===== config.mk =====
export PLATFORM = sky130hd
export DESIGN_NAME = multicycle_ctrl
export DESIGN_NICKNAME = d
export VERILOG_FILES = /design/src/rtl/multicycle_ctrl.sv
export SDC_FILE = /design/constraint.sdc
export NUM_CORES = 1
export LEC_CHECK = 0
export CAP_MARGIN = 10
export CORE_MARGIN = 1.5
export CORE_UTILIZATION = 48
export CTS_CLUSTER_DIAMETER = 80
export CTS_CLUSTER_SIZE = 30
export DETAILED_ROUTE_END_ITERATION = 7
export GPL_ROUTABILITY_DRIVEN = 0
export PLACE_DENSITY = 0.82
export REMOVE_ABC_BUFFERS = 1
export SYNTH_ARGS = -nofsm -noshare
export SYNTH_HDL_FRONTEND = slang
export SYNTH_SLANG_ARGS = --single-unit
export TNS_END_PERCENT = 20

===== constraint.sdc =====
create_clock -name clk -period 2.9 [get_ports clk]
set_clock_uncertainty 0.05 [all_clocks]
set_input_delay 0.58 -clock clk [delete_from_list [all_inputs] [get_ports clk]]
set_output_delay 0.58 -clock clk [all_outputs]
set_load 0.1 [all_outputs]

===== src/rtl/multicycle_ctrl.sv =====
// Multicycle RISC-V control FSM with a memory-handshake timeout trap.
// Define UPPER_IMM_EN to add LUI/AUIPC support through the UPPER state.
module multicycle_ctrl #(
  parameter logic [7:0] TIMEOUT = 8'd15
) (
  input  logic       clk,
  input  logic       rst_n,
  input  logic [6:0] Op,
  input  logic [2:0] funct3,
  input  logic       funct7b5,
  input  logic       Zero,
  input  logic       MemReady,
  output logic       MemReq,
  output logic       MemWrite,
  output logic       IRWrite,
  output logic       PCWrite,
  output logic       RegWrite,
  output logic       AdrSrc,
  output logic [1:0] ALUSrcA,
  output logic [1:0] ALUSrcB,
  output logic [1:0] ResultSrc,
  output logic [1:0] ALUOp,
  output logic [2:0] ImmSrc,
  output logic [3:0] State,
  output logic       Trap
);

  localparam logic [6:0] OP_LOAD   = 7'b0000011;
  localparam logic [6:0] OP_STORE  = 7'b0100011;
  localparam logic [6:0] OP_RTYPE  = 7'b0110011;
  localparam logic [6:0] OP_ITYPE  = 7'b0010011;
  localparam logic [6:0] OP_JAL    = 7'b1101111;
  localparam logic [6:0] OP_JALR   = 7'b1100111;
  localparam logic [6:0] OP_BRANCH = 7'b1100011;
  localparam logic [6:0] OP_LUI    = 7'b0110111;
  localparam logic [6:0] OP_AUIPC  = 7'b0010111;

  typedef enum logic [3:0] {
    FETCH    = 4'd0,
    DECODE   = 4'd1,
    MEMADR   = 4'd2,
    MEMREAD  = 4'd3,
    MEMWB    = 4'd4,
    MEMWRITE = 4'd5,
    EXECR    = 4'd6,
    ALUWB    = 4'd7,
    EXECI    = 4'd8,
    JAL      = 4'd9,
    BRANCH   = 4'd10,
`ifdef UPPER_IMM_EN
    UPPER    = 4'd11,
`endif
    JALR     = 4'd12,
    TRAP     = 4'd15
  } state_t;

  state_t     state_r;
  state_t     next_s;
  logic [7:0] wait_cnt_r;
  logic       timeout_s;
  logic       mem_req_s;
  logic       mem_write_s;
  logic       ir_write_s;
  logic       pc_write_s;
  logic       reg_write_s;
  logic       adr_src_s;
  logic [1:0] alu_src_a_s;
  logic [1:0] alu_src_b_s;
  logic [1:0] result_src_s;
  logic [1:0] alu_op_s;
  logic       unused_s;

  // funct7b5 belongs to the ALU decoder, not to this sequencer
  assign unused_s  = funct7b5;
  assign timeout_s = (wait_cnt_r == TIMEOUT) && !MemReady;

  // State register
  always_ff @(posedge clk) begin
    if (!rst_n) begin
      state_r <= FETCH;
    end else begin
      state_r <= next_s;
    end
  end

  // Wait counter: restarts on every state change, counts unanswered requests
  always_ff @(posedge clk) begin
    if (!rst_n) begin
      wait_cnt_r <= 8'd0;
    end else if (next_s != state_r) begin
      wait_cnt_r <= 8'd0;
    end else if (mem_req_s && !MemReady) begin
      wait_cnt_r <= wait_cnt_r + 8'd1;
    end else begin
      wait_cnt_r <= wait_cnt_r;
    end
  end

  // Immediate format select, decoded from the opcode in every state
  always_comb begin
    ImmSrc = 3'b000;
    case (Op)
      OP_STORE:  ImmSrc = 3'b001;
      OP_BRANCH: ImmSrc = 3'b010;
      OP_JAL:    ImmSrc = 3'b011;
`ifdef UPPER_IMM_EN
      OP_LUI,
      OP_AUIPC:  ImmSrc = 3'b100;
`endif
      default:   ImmSrc = 3'b000;
    endcase
  end

  // Next-state and Moore control decode
  always_comb begin
    next_s       = state_r;
    mem_req_s    = 1'b0;
    mem_write_s  = 1'b0;
    ir_write_s   = 1'b0;
    pc_write_s   = 1'b0;
    reg_write_s  = 1'b0;
    adr_src_s    = 1'b0;
    alu_src_a_s  = 2'b00;
    alu_src_b_s  = 2'b00;
    result_src_s = 2'b00;
    alu_op_s     = 2'b00;
    case (state_r)
      FETCH: begin
        mem_req_s    = 1'b1;
        alu_src_b_s  = 2'b10;
        result_src_s = 2'b10;
        if (MemReady) begin
          ir_write_s = 1'b1;
          pc_write_s = 1'b1;
          next_s     = DECODE;
        end else if (timeout_s) begin
          next_s = TRAP;
        end else begin
          next_s = FETCH;
        end
      end
      DECODE: begin
        alu_src_a_s = 2'b01;
        alu_src_b_s = 2'b01;
        case (Op)
          OP_LOAD,
          OP_STORE:  next_s = MEMADR;
          OP_RTYPE:  next_s = EXECR;
          OP_ITYPE:  next_s = EXECI;
          OP_JAL:    next_s = JAL;
          // jalr first computes RegA+imm into ALUOut via EXECI, then links in JALR
          OP_JALR:   next_s = EXECI;
          OP_BRANCH: next_s = BRANCH;
`ifdef UPPER_IMM_EN
          OP_LUI,
          OP_AUIPC:  next_s = UPPER;
`endif
          default:   next_s = TRAP;
        endcase
      end
      MEMADR: begin
        alu_src_a_s = 2'b10;
        alu_src_b_s = 2'b01;
        if (Op == OP_STORE) begin
          next_s = MEMWRITE;
        end else if (Op == OP_LOAD) begin
          next_s = MEMREAD;
        end else begin
          next_s = TRAP;
        end
      end
      MEMREAD: begin
        mem_req_s = 1'b1;
        adr_src_s = 1'b1;
        if (MemReady) begin
          next_s = MEMWB;
        end else if (timeout_s) begin
          next_s = TRAP;
        end else begin
          next_s = MEMREAD;
        end
      end
      MEMWB: begin
        reg_write_s  = 1'b1;
        result_src_s = 2'b01;
        next_s       = FETCH;
      end
      MEMWRITE: begin
        mem_req_s   = 1'b1;
        mem_write_s = 1'b1;
        adr_src_s   = 1'b1;
        if (MemReady) begin
          next_s = FETCH;
        end else if (timeout_s) begin
          next_s = TRAP;
        end else begin
          next_s = MEMWRITE;
        end
      end
      EXECR: begin
        alu_src_a_s = 2'b10;
        alu_op_s    = 2'b10;
        next_s      = ALUWB;
      end
      EXECI: begin
        alu_src_a_s = 2'b10;
        alu_src_b_s = 2'b01;
        alu_op_s    = 2'b10;
        next_s      = (Op == OP_JALR) ? JALR : ALUWB;
      end
      ALUWB: begin
        reg_write_s = 1'b1;
        next_s      = FETCH;
      end
      JAL, JALR: begin
        pc_write_s  = 1'b1;
        alu_src_a_s = 2'b01;
        alu_src_b_s = 2'b10;
        next_s      = ALUWB;
      end
      BRANCH: begin
        alu_src_a_s = 2'b10;
        alu_op_s    = 2'b01;
        pc_write_s  = ((funct3 == 3'b000) && Zero) || ((funct3 == 3'b001) && !Zero);
        if ((funct3 == 3'b000) || (funct3 == 3'b001)) begin
          next_s = FETCH;
        end else begin
          next_s = TRAP;
        end
      end
`ifdef UPPER_IMM_EN
      UPPER: begin
        alu_src_a_s = (Op == OP_AUIPC) ? 2'b01 : 2'b10;
        alu_src_b_s = 2'b01;
        next_s      = ALUWB;
      end
`endif
      TRAP: begin
        next_s = TRAP;
      end
      default: begin
        next_s = TRAP;
      end
    endcase
  end

  // Strobes are forced low in a reset cycle so an abandoned operation pulses nothing
  assign MemReq    = mem_req_s   & rst_n;
  assign MemWrite  = mem_write_s & rst_n;
  assign IRWrite   = ir_write_s  & rst_n;
  assign PCWrite   = pc_write_s  & rst_n;
  assign RegWrite  = reg_write_s & rst_n;
  assign AdrSrc    = adr_src_s;
  assign ALUSrcA   = alu_src_a_s;
  assign ALUSrcB   = alu_src_b_s;
  assign ResultSrc = result_src_s;
  assign ALUOp     = alu_op_s;
  assign State     = state_r;
  assign Trap      = (state_r == TRAP);

endmodule


# == After elaboration in Yosys (flattened, before gate mapping) ==
# Cells that the tools add are included.
# totals
mem_bits_ro,0
elab_cells,78
inputBits,15
out_inout_bits,22
mem_count,0
latchBits,0
ram_bits,0
ff_bits,12
# op_classes
eq_ne,22
addsub,1
n_shift,0
bitwise,6
n_mul,0
n_div,0
n_reduce_logical,23
n_mux,24
order_cmp,0
# op_table
cell,count
4-bit 2-to-1 mux,10
4-bit case mux with 9 select lines,1
7-bit == test (second input constant),3
4-bit == test (second input constant),5
4-bit case mux with 5 select lines,1
4-bit by 3-bit == test with 1-bit output (second input constant),4
2-bit case mux with 2 select lines,4
3-bit OR reduction,5
7-bit by 6-bit == test with 1-bit output (second input constant),2
2-bit OR reduction,7
8-bit by 1-bit adder with 8-bit output (second input constant),1
4-bit by 2-bit == test with 1-bit output (second input constant),2
8-bit by 4-bit == test with 1-bit output (second input constant),1
7-bit by 2-bit == test with 1-bit output (second input constant),1
7-bit by 5-bit == test with 1-bit output (second input constant),1
1-bit 2-to-1 mux,6
2-bit case mux with 3 select lines,1
1-bit AND,5
4-bit by 1-bit == test with 1-bit output (second input constant),1
1-bit logical AND,4
4-bit logical NOT,1
4-bit inequality test,1
4-bit OR reduction,1
3-bit by 1-bit == test with 1-bit output (second input constant),1
other kinds (5),7

# == Depth between registers and ports, before layout ==
# Gate-level depths: netlist of run 1.
# logic_depth
ltp_word,7
ltp_mapped,8
depth_no_buf,6

# == Worst setup path after synthesis of run 1 ==
# OpenSTA, ideal clock, no wires.
# synth_path
path_kind,input to output
startpoint,input Op[6]
endpoint,output ImmSrc[0]
stages,3
required_time_ns,2.270
path_buffers,1
setup_slack_ns,-1.617
arrival_ns,3.887
path_cell_list,buf_4 nand3_1 o41ai_1
# synth_via
elab_chain_cells,2
# synth_lines
item,line_no,rtl
start: declaration,8,"input logic [6:0] Op,"
7-bit == test or 7-bit by 6-bit == test with 1-bit output (tied branches),102,case (Op)
2-bit case mux with 3 select lines (*),102,
end: declaration,23,"output logic [2:0] ImmSrc,"
# Every way passes the cells marked *; elsewhere a longest branch is shown, timed or not.

# == Final worst setup path of run 1 ==
# layout_path
startpoint,input Op[2]
endpoint,output ImmSrc[0]
# The elaborated chain is that of the path after synthesis.

==> flow_metrics.tcl, run 1 <==
set metrics [dict create \
    outcome "complete, but fails checks" \
    violated_checks "setup timing" \
    via_count 1512 \
    largest_net_degree_at_the_start_of_global_routing 20 \
    floorplan.initialDensity 0.521 \
    mapped_avg_cell_area_sq_um 7.32 \
    synthesis.instances 181 \
    synth.area.mux_share 0.00850 \
    ff2ff_path_depth 7 \
    die_y_microns 55.5 \
    min-delay-path-class "reg2reg" \
    syn_to_final_growth_pct 45.7 \
    crit_path_cell_trace "clkdlybuf4s50_1 > buf_4 > nand4bb_4 > or3_2 > o41ai_2 > bufbuf_16" \
    post_synth_most_frequent_cells "nand2_1 (20), nand3_1 (15), nor2_1 (15)" \
    drt.antenna.violating_nets 0 \
    synth-compound-area-share 0.169 \
    synthFlopType "dfxtp_1" \
    timing.final.hold_violations 0 \
    worst_slew_pin_slew_ns 0.781 \
    placementRows 18 \
    numClockSinks 12 \
    ios 37 \
    synth_top_cell_area_share 0.181 \
    synth-seq-area-share 0.181 \
    post-route-min-period_ns 2.91 \
    routedWlPerCell_microns 14.6 \
    drt_first_pass_iters 4 \
    yosys_warnings 0 \
    post-dp-hpwl_microns 2790 \
    wire_length_of_the_first_global_routing_pass_microns 6050 \
    worstSetupPathType "in2out" \
    critPathArrivalTime_ns 2.28 \
    max_freq_mhz 344 \
    number_of_antenna_repair_diodes 0 \
    number_of_antenna_violations_at_the_first_check_in_global_routing 0 \
    finalWorstSetupSlack_ns -0.00797 \
    multi_input_combinational_cell_area_sq_um 996 \
    finish.utilization 0.759 \
    fp.coreArea_sq_um 2540 \
    ys_types 53 \
    hold_depth 3 \
    synth_xor_xnor_area_share 0.0916 \
    grt_most_used_layer "met2" \
    drcViolationCount 0 \
    fp.dieArea_sq_um 3080 \
    critical_path.max_fanout 3 \
    num-nets-final 242 \
    area.sequential_sq_um 240 \
    track_usage 0.238 \
    ys_top_cells_by_area "dfxtp_1 (18%), clkbuf_8 (6.2%), nand2_1 (5.7%)" \
    port_bufs 34 \
    synthAdderAreaFrac 0.0170 \
    worst_skew_pair.late_latency_ns 0.28 \
    global_route.usage.met3 0.0422 \
    drt_iter0_markers 72 \
    timing.critical_path.required_ns 2.27 \
    post-synth-top-count-cell "nand2_1" \
    count_of_final_setup_violators 2 \
    grt_overflow 0 \
    met1_use_gr 0.323 \
    timing.critical_path.slowest_stage_cell "or3_2" \
    max_cap_violations 0 \
    via_per_inst 5.93 \
    cts.root.buffer_cell "clkbuf_4" \
    setup.worst_path.start_class "input port" \
    postSynth.asyncResetShare 0 \
    synth-simple-area-share 0.411 \
    min_period_over_period 1.00 \
    yosys_register_bits 12 \
    routed_wl_microns 3710 \
    fillerInstances 185 \
    vias_in_the_first_global_route 1341 \
    main_combinational_cell_family_by_area_after_synthesis "simple AND/OR/NAND/NOR gates" \
    synth_edf_count 0 \
    final_layout_size_suffix_gt1_frac 0.280 \
    final-max-slew-violation-count 0 \
    cts_tree "yes" \
    floorplan.die.width_microns 55.5 \
    worst_path_max_stage_delay_ns 0.47 \
    grt.met2_usage 0.396 \
    yosys.area.top_type "dfxtp_1" \
    maxSlewHeadroom 0.476 \
    cp_capture_type "primary output" \
    cts-htree-levels 1 \
    netlist_area_sq_um 1330 \
    clkSlewWorstSetupHoldPaths_ns 0.07 \
    fin_tns_setup_ns -0.0123 \
    cts_buffers 3 \
    cts-root-to-sink-buffers 2 \
    rsz0062_at_grt "true" \
]
-- sequential cells by signal (all words and copies together) (netlist names) --
register and cells:
wait_cnt_r 8, State 4
-- cell type report --
cell class                 instances  area share
timing repair buffer              54       0.312
multi-input combinational        150       0.516
clock buffer                       4      0.0188
inverter                           5     0.00972
tap                               30      0.0194
sequential                        12       0.124
-- path summary, 6_finish.rpt --
kind                                     from  slack (ns)             to
worst min-delay path            wait_cnt_r[7]        0.54  wait_cnt_r[7]
worst min register to register  wait_cnt_r[7]        0.54  wait_cnt_r[7]
worst max-delay path                    Op[2]      -0.008      ImmSrc[0]
worst max register to register       State[3]        0.24  wait_cnt_r[2]
-- metal layers --
metal | vias to the layer above | part of all wire | wire, microns
met5 | - | 0 | 0
met4 | 0 | 0.0035 | 13
met3 | 2 | 0.051 | 189
met2 | 42 | 0.51 | 1900
met1 | 723 | 0.43 | 1600
li1 | 745 | - | -
-- through the flow --
step	instances	hold slack [ns]	setup slack, ns	instance area [sq um]
3_5_place_dp	250	0.511	-0.381	1800
5_1_grt	255	0.602	-0.0561	1930
3_3_place_gp	250	0.504	-0.275	1800
4_1_cts	255	0.541	-0.0373	1890
6_report	255	0.540	-0.00797	1930
2_1_floorplan	167	0.481	-1.62	1190
-- cells by family after synthesis --
family	Yosys count
buffers and inverters	19
flip-flops	12
adder cells (fa/ha/maj)	2
AND/OR/NAND/NOR	100
XOR/XNOR	13
multiplexers	1
AO/OA/AOI/OAI	33
other	1
-- repair_timing --
item	4_1_cts	5_1_grt
hold buffers	0	0
gates resized for setup	7	7
pin swaps	7	3
endpoints found under the setup margin	9	9
endpoints found under the hold margin	0	0
buffers inserted	1	0
-- cells in the final DEF, fill, tap and decap left out, types with 2 or more instances in the layout --
master           instances
nor4_2                   4
nand4_1                  3
clkbuf_4                 3
or4_4                    2
xnor2_1                  6
and2_1                   3
clkdlybuf4s50_1         11
inv_1                    5
buf_4                   29
nor4_1                   8
nand3_1                 15
dfxtp_1                 12
nand2_1                 20
nor3b_1                  2
nor2b_1                  6
o22ai_1                  2
a21oi_1                  9
nand2b_1                 2
o221ai_1                 2
xor2_1                   5
o21ai_0                  5
nor3_1                   8
and3_1                   3
buf_12                  11
o211ai_1                 2
nor2_1                  15
-- worst max-delay path, delay by kind of cell --
kind / cells / cell delay [ns]
and+or+nand+nor: 2 / 0.68
AOI/OAI and AO/OA: 1 / 0.07
buffers and inverters: 3 / 0.94
Power of run 1 is left out: the tool's default activity adds up to more than one toggle a clock period on the data nets, which glitch-free logic cannot reach.
==> run 2: changes to the inputs <==
Settings changed: ABC_CLOCK_PERIOD_IN_PS from default to 2900, CORE_ASPECT_RATIO from default to 0.8.
==> flow_metrics.tcl, run 2 (synthesis gave the netlist of run 1 again) <==
set metrics [dict create \
    count_of_final_setup_violators 0 \
    timing.critical_path.slowest_stage_cell "clkdlybuf4s50_1" \
    number_of_antenna_violations_at_the_first_check_in_global_routing 0 \
    clkSlewWorstSetupHoldPaths_ns 0.08 \
    top_reg_by_flops "wait_cnt_r" \
    numClockSinks 12 \
    cts_buffers 3 \
    track_usage 0.275 \
    layout.cells.most_common "buf_4" \
    wire_length_of_the_first_global_routing_pass_microns 6400 \
    crit_path_cell_trace "clkdlybuf4s50_1 > nand4bb_4 > or3_4 > o41ai_1 > bufbuf_16" \
    vias_in_the_first_global_route 1466 \
    final-max-slew-violation-count 0 \
    fp.coreArea_sq_um 2520 \
    post-route-min-period_ns 2.88 \
    cts-htree-levels 1 \
    maxSlewHeadroom 0.442 \
    cts.root.buffer_cell "clkbuf_4" \
    placementRows 16 \
    die_y_microns 50.0 \
    worst_slew_pin_slew_ns 0.831 \
    drt_iter0_markers 145 \
    floorplan.die.width_microns 61.7 \
    critical_path.top_delay_family "buffers and inverters" \
    drt_first_pass_iters 5 \
    ios 37 \
    critical_path.max_fanout 6 \
    num-nets-final 242 \
    worstSetupPathType "in2out" \
    max_cap_violations 0 \
    timing.final.hold_violations 0 \
    timing.critical_path.required_ns 2.27 \
    syn_to_final_growth_pct 45.8 \
    finish.utilization 0.766 \
    cts_hold_repair.buffers 0 \
    cts_tree "yes" \
    worst_skew_pair.late_latency_ns 0.28 \
    min-delay-path-class "reg2reg" \
    worst_path_max_stage_delay_ns 0.50 \
    min_period_over_period 0.994 \
    critPathArrivalTime_ns 2.25 \
    via_count 1554 \
    routed_wl_microns 4050 \
    floorplan.initialDensity 0.525 \
    setup.worst_path.start_class "input port" \
    cp_capture_type "primary output" \
    max_freq_mhz 347 \
    number_of_antenna_repair_diodes 0 \
    dpl_worst_slack_ns -0.422 \
    post-dp-hpwl_microns 2970 \
    routedWlPerCell_microns 15.5 \
    grt_overflow 0 \
    cts-root-to-sink-buffers 2 \
    cts_setup_buffers 0 \
    port_bufs 34 \
    largest_net_degree_at_the_start_of_global_routing 20 \
    final_layout_size_suffix_gt1_frac 0.276 \
    most-common-layout-cells "buf_4 (29), nand2_1 (20), nor2_1 (15), nand3_1 (15), dfxtp_1 (12)" \
    fillerInstances 179 \
    outcome "completed" \
    rsz0062_at_grt "true" \
    fp.dieArea_sq_um 3090 \
    drcViolationCount 0 \
    largest_reg_flops 8 \
    drt.antenna.violating_nets 0 \
    worst-path-buf-inv 2 \
    finalWorstSetupSlack_ns 0.0172 \
    via_per_inst 5.95 \
]
run 2: worst min-delay path, stage by stage (launching register included):
cell	delay, ns
dfxtp_1	0.35
nand2_1	0.06
nand2_1	0.05
nand3_1	0.08
nor4_1	0.05
run 2: path summary, 6_finish.rpt:
check | endpoint | startpoint | depth (start not counted) | slack (ns)
max | ImmSrc[0] | Op[3] | 5 | 0.02
min | wait_cnt_r[1] | wait_cnt_r[1] | 4 | 0.57
max reg2reg | wait_cnt_r[2] | State[0] | 7 | 0.17
min reg2reg | wait_cnt_r[1] | wait_cnt_r[1] | 4 | 0.57
run 2: final cells by class:
class                           instances  area (sq um)  share of cell area
Clock buffer                            4          36.3              0.0188
Sequential cell                        12           240               0.124
Multi-Input combinational cell        150           986               0.510
Inverter                                5          18.8             0.00972
Timing Repair Buffer                   54           606               0.313
Tap cell                               36          45.0              0.0233
run 2: per-stage QoR:
| stage | setup TNS [ns] | hold slack (ns) | area (sq um) | cells |
|---|---|---|---|---|
| finish | 0 | 0.575 | 1930 | 261 |
| global route | -0.0142 | 0.610 | 1930 | 261 |
| CTS | -0.0831 | 0.545 | 1880 | 261 |
| detailed placement | -3.06 | 0.521 | 1820 | 257 |
| global placement | -2.07 | 0.501 | 1820 | 257 |
| floorplan | -14.07 | 0.481 | 1190 | 167 |
run 2: routing by layer:
layer  track usage  wire length, microns  vias up
met5             0                     0        -
met4        0.0745                    66        0
met3        0.0551                   228        6
met2         0.470                  2150       73
met1         0.341                  1610      725
li1              -                     -      750
run 2: timing repair:
action                     CTS  global route
pin swaps                    9             0
gates resized for setup      3            11
setup endpoints to repair    9             9
Power of run 2 is left out for the same reason.
==> run 3: changes to the inputs <==
Settings changed: CORE_MARGIN 1.5 to 10.
==> flow_metrics.tcl, run 3 (synthesis gave the netlist of run 1 again) <==
set metrics [dict create \
    wire_length_of_the_first_global_routing_pass_microns 7450 \
    cp_capture_type "flop" \
    timing.critical_path.required_ns 3.04 \
    numClockSinks 12 \
    max_freq_mhz 357 \
    count_of_final_setup_violators 0 \
    drt_first_pass_iters 4 \
    maxSlewHeadroom 0.568 \
    floorplan.die.width_microns 78.7 \
    cts_tree "yes" \
    fp.dieArea_sq_um 5280 \
    port_bufs 34 \
    die_y_microns 67.0 \
    setup.worst_path.start_class "input port" \
    hold_depth 3 \
    min_period_over_period 0.965 \
    post-dp-hpwl_microns 3300 \
    post-route-min-period_ns 2.80 \
    cts_hold_repair.buffers 0 \
    fp.coreArea_sq_um 2540 \
    cts.root.buffer_cell "clkbuf_4" \
    finalWorstSetupSlack_ns 0.101 \
    worst_skew_pair.late_latency_ns 0.28 \
    clkSlewWorstSetupHoldPaths_ns 0.08 \
    num-nets-final 245 \
    grt_overflow 0 \
    placementRows 16 \
    dpl_worst_slack_ns -0.409 \
    cts-root-to-sink-buffers 2 \
    topRoutingLayerUsed "met4" \
    worstReg2RegEnd "wait_cnt_r[7]" \
    top_reg_by_flops "wait_cnt_r" \
    number_of_antenna_violations_at_the_first_check_in_global_routing 0 \
    critPathArrivalTime_ns 2.94 \
    wl_met2_microns 2430 \
    drcViolationCount 0 \
    via_per_inst 6.01 \
    via_count 1587 \
    ff2ff_path_depth 8 \
    floorplan.initialDensity 0.521 \
    worstSetupPathType "in2reg" \
    routedWlPerCell_microns 17.8 \
    largest_reg_flops 8 \
    routed-wl-met3_microns 326 \
    vias_in_the_first_global_route 1547 \
    drt_iter0_markers 221 \
    worst_r2r_start "State[1]" \
    timing.final.hold_violations 0 \
    drt.antenna.violating_nets 0 \
    min-delay-path-class "reg2reg" \
    routed_wl_microns 4700 \
    min_from "wait_cnt_r[3]" \
    cts-htree-levels 1 \
    syn_to_final_growth_pct 55.1 \
    final_layout_size_suffix_gt1_frac 0.333 \
    ios 37 \
    outcome "completed" \
    final-max-slew-violation-count 0 \
    worst_hold_endpoint "wait_cnt_r[3]" \
    layout.cells.most_common "buf_4" \
    largest_net_degree_at_the_start_of_global_routing 20 \
    number_of_antenna_repair_diodes 0 \
    worst_slew_pin_slew_ns 0.645 \
    most-common-layout-cells "buf_4 (31), nand2_1 (20), nor2_1 (14), nand3_1 (14)" \
    max_cap_violations 0 \
    cts_buffers 3 \
    track_usage 0.171 \
    timing.reg2reg.setup_slack_ns 0.26 \
    critical_path.max_fanout 8 \
    met1Wirelength_microns 1890 \
]
[run 3: cell count changes in the layout (fill, tap and decap cells not counted), sizes merged]
| cell | previous run | this run |
|---|---|---|
| clkdlybuf4s50 | 11 | 6 |
| dlymetal6s2s | 2 | 6 |
| dlygate4sd2 | 0 | 1 |
| buf | 40 | 43 |
[run 3: metrics by stage]
step,area [sq um],hold WS (ns),util,TNS (ns),std cells
6_report,2050,0.582,0.808,0,264
5_1_grt,2050,0.601,0.808,-0.0142,264
4_1_cts,1960,0.539,0.771,-0.0802,263
3_5_place_dp,1840,0.521,0.723,-2.98,258
3_3_place_gp,1840,0.503,0.723,-2.14,258
2_1_floorplan,1190,0.481,-,-14.07,167
[run 3: cell type report]
type	instances	area, sq um
fillers	160	488
multi-input cells	150	1060
inverters	5	18.8
repair buffers	57	649
clock buffers	4	36.3
flip-flops and latches	12	240
well taps	36	45.0
[run 3: routing by layer]
layer,track usage,vias to the layer above
li1,-,754
met1,0.192,754
met2,0.313,73
met3,0.0496,6
met4,0.0379,0
met5,0,-
[run 3: worst max path at each step]
| stage | from | to | slack, ns | cells after the start |
|---|---|---|---|---|
| global route | State[3] | PCWrite | -0.01 | 6 |
| floorplan | State[1] | MemReq | -1.62 | 3 |
| CTS | Op[5] | wait_cnt_r[6] | -0.02 | 9 |
| global placement | Op[5] | wait_cnt_r[3] | -0.26 | 7 |
| finish | Op[0] | wait_cnt_r[0] | 0.10 | 7 |
| detailed placement | Op[2] | wait_cnt_r[2] | -0.41 | 7 |
[run 3: what timing repair did]
| action | in CTS | in global routing |
|---|---|---|
| setup endpoints to repair | 9 | 10 |
| resized for setup | 11 | 21 |
| endpoints found under the hold margin | 0 | 0 |
| setup buffers | 1 | 1 |
| pin swaps | 5 | 7 |
[run 3: worst max-delay path: stages]
cell,delay (ns)
dlygate4sd2_1,0.30
nand3_2,0.12
or4_4,0.44
a221o_1,0.36
or4_4,0.59
xor2_4,0.25
nor4_2,0.30
Power of run 3 is left out for the same reason.
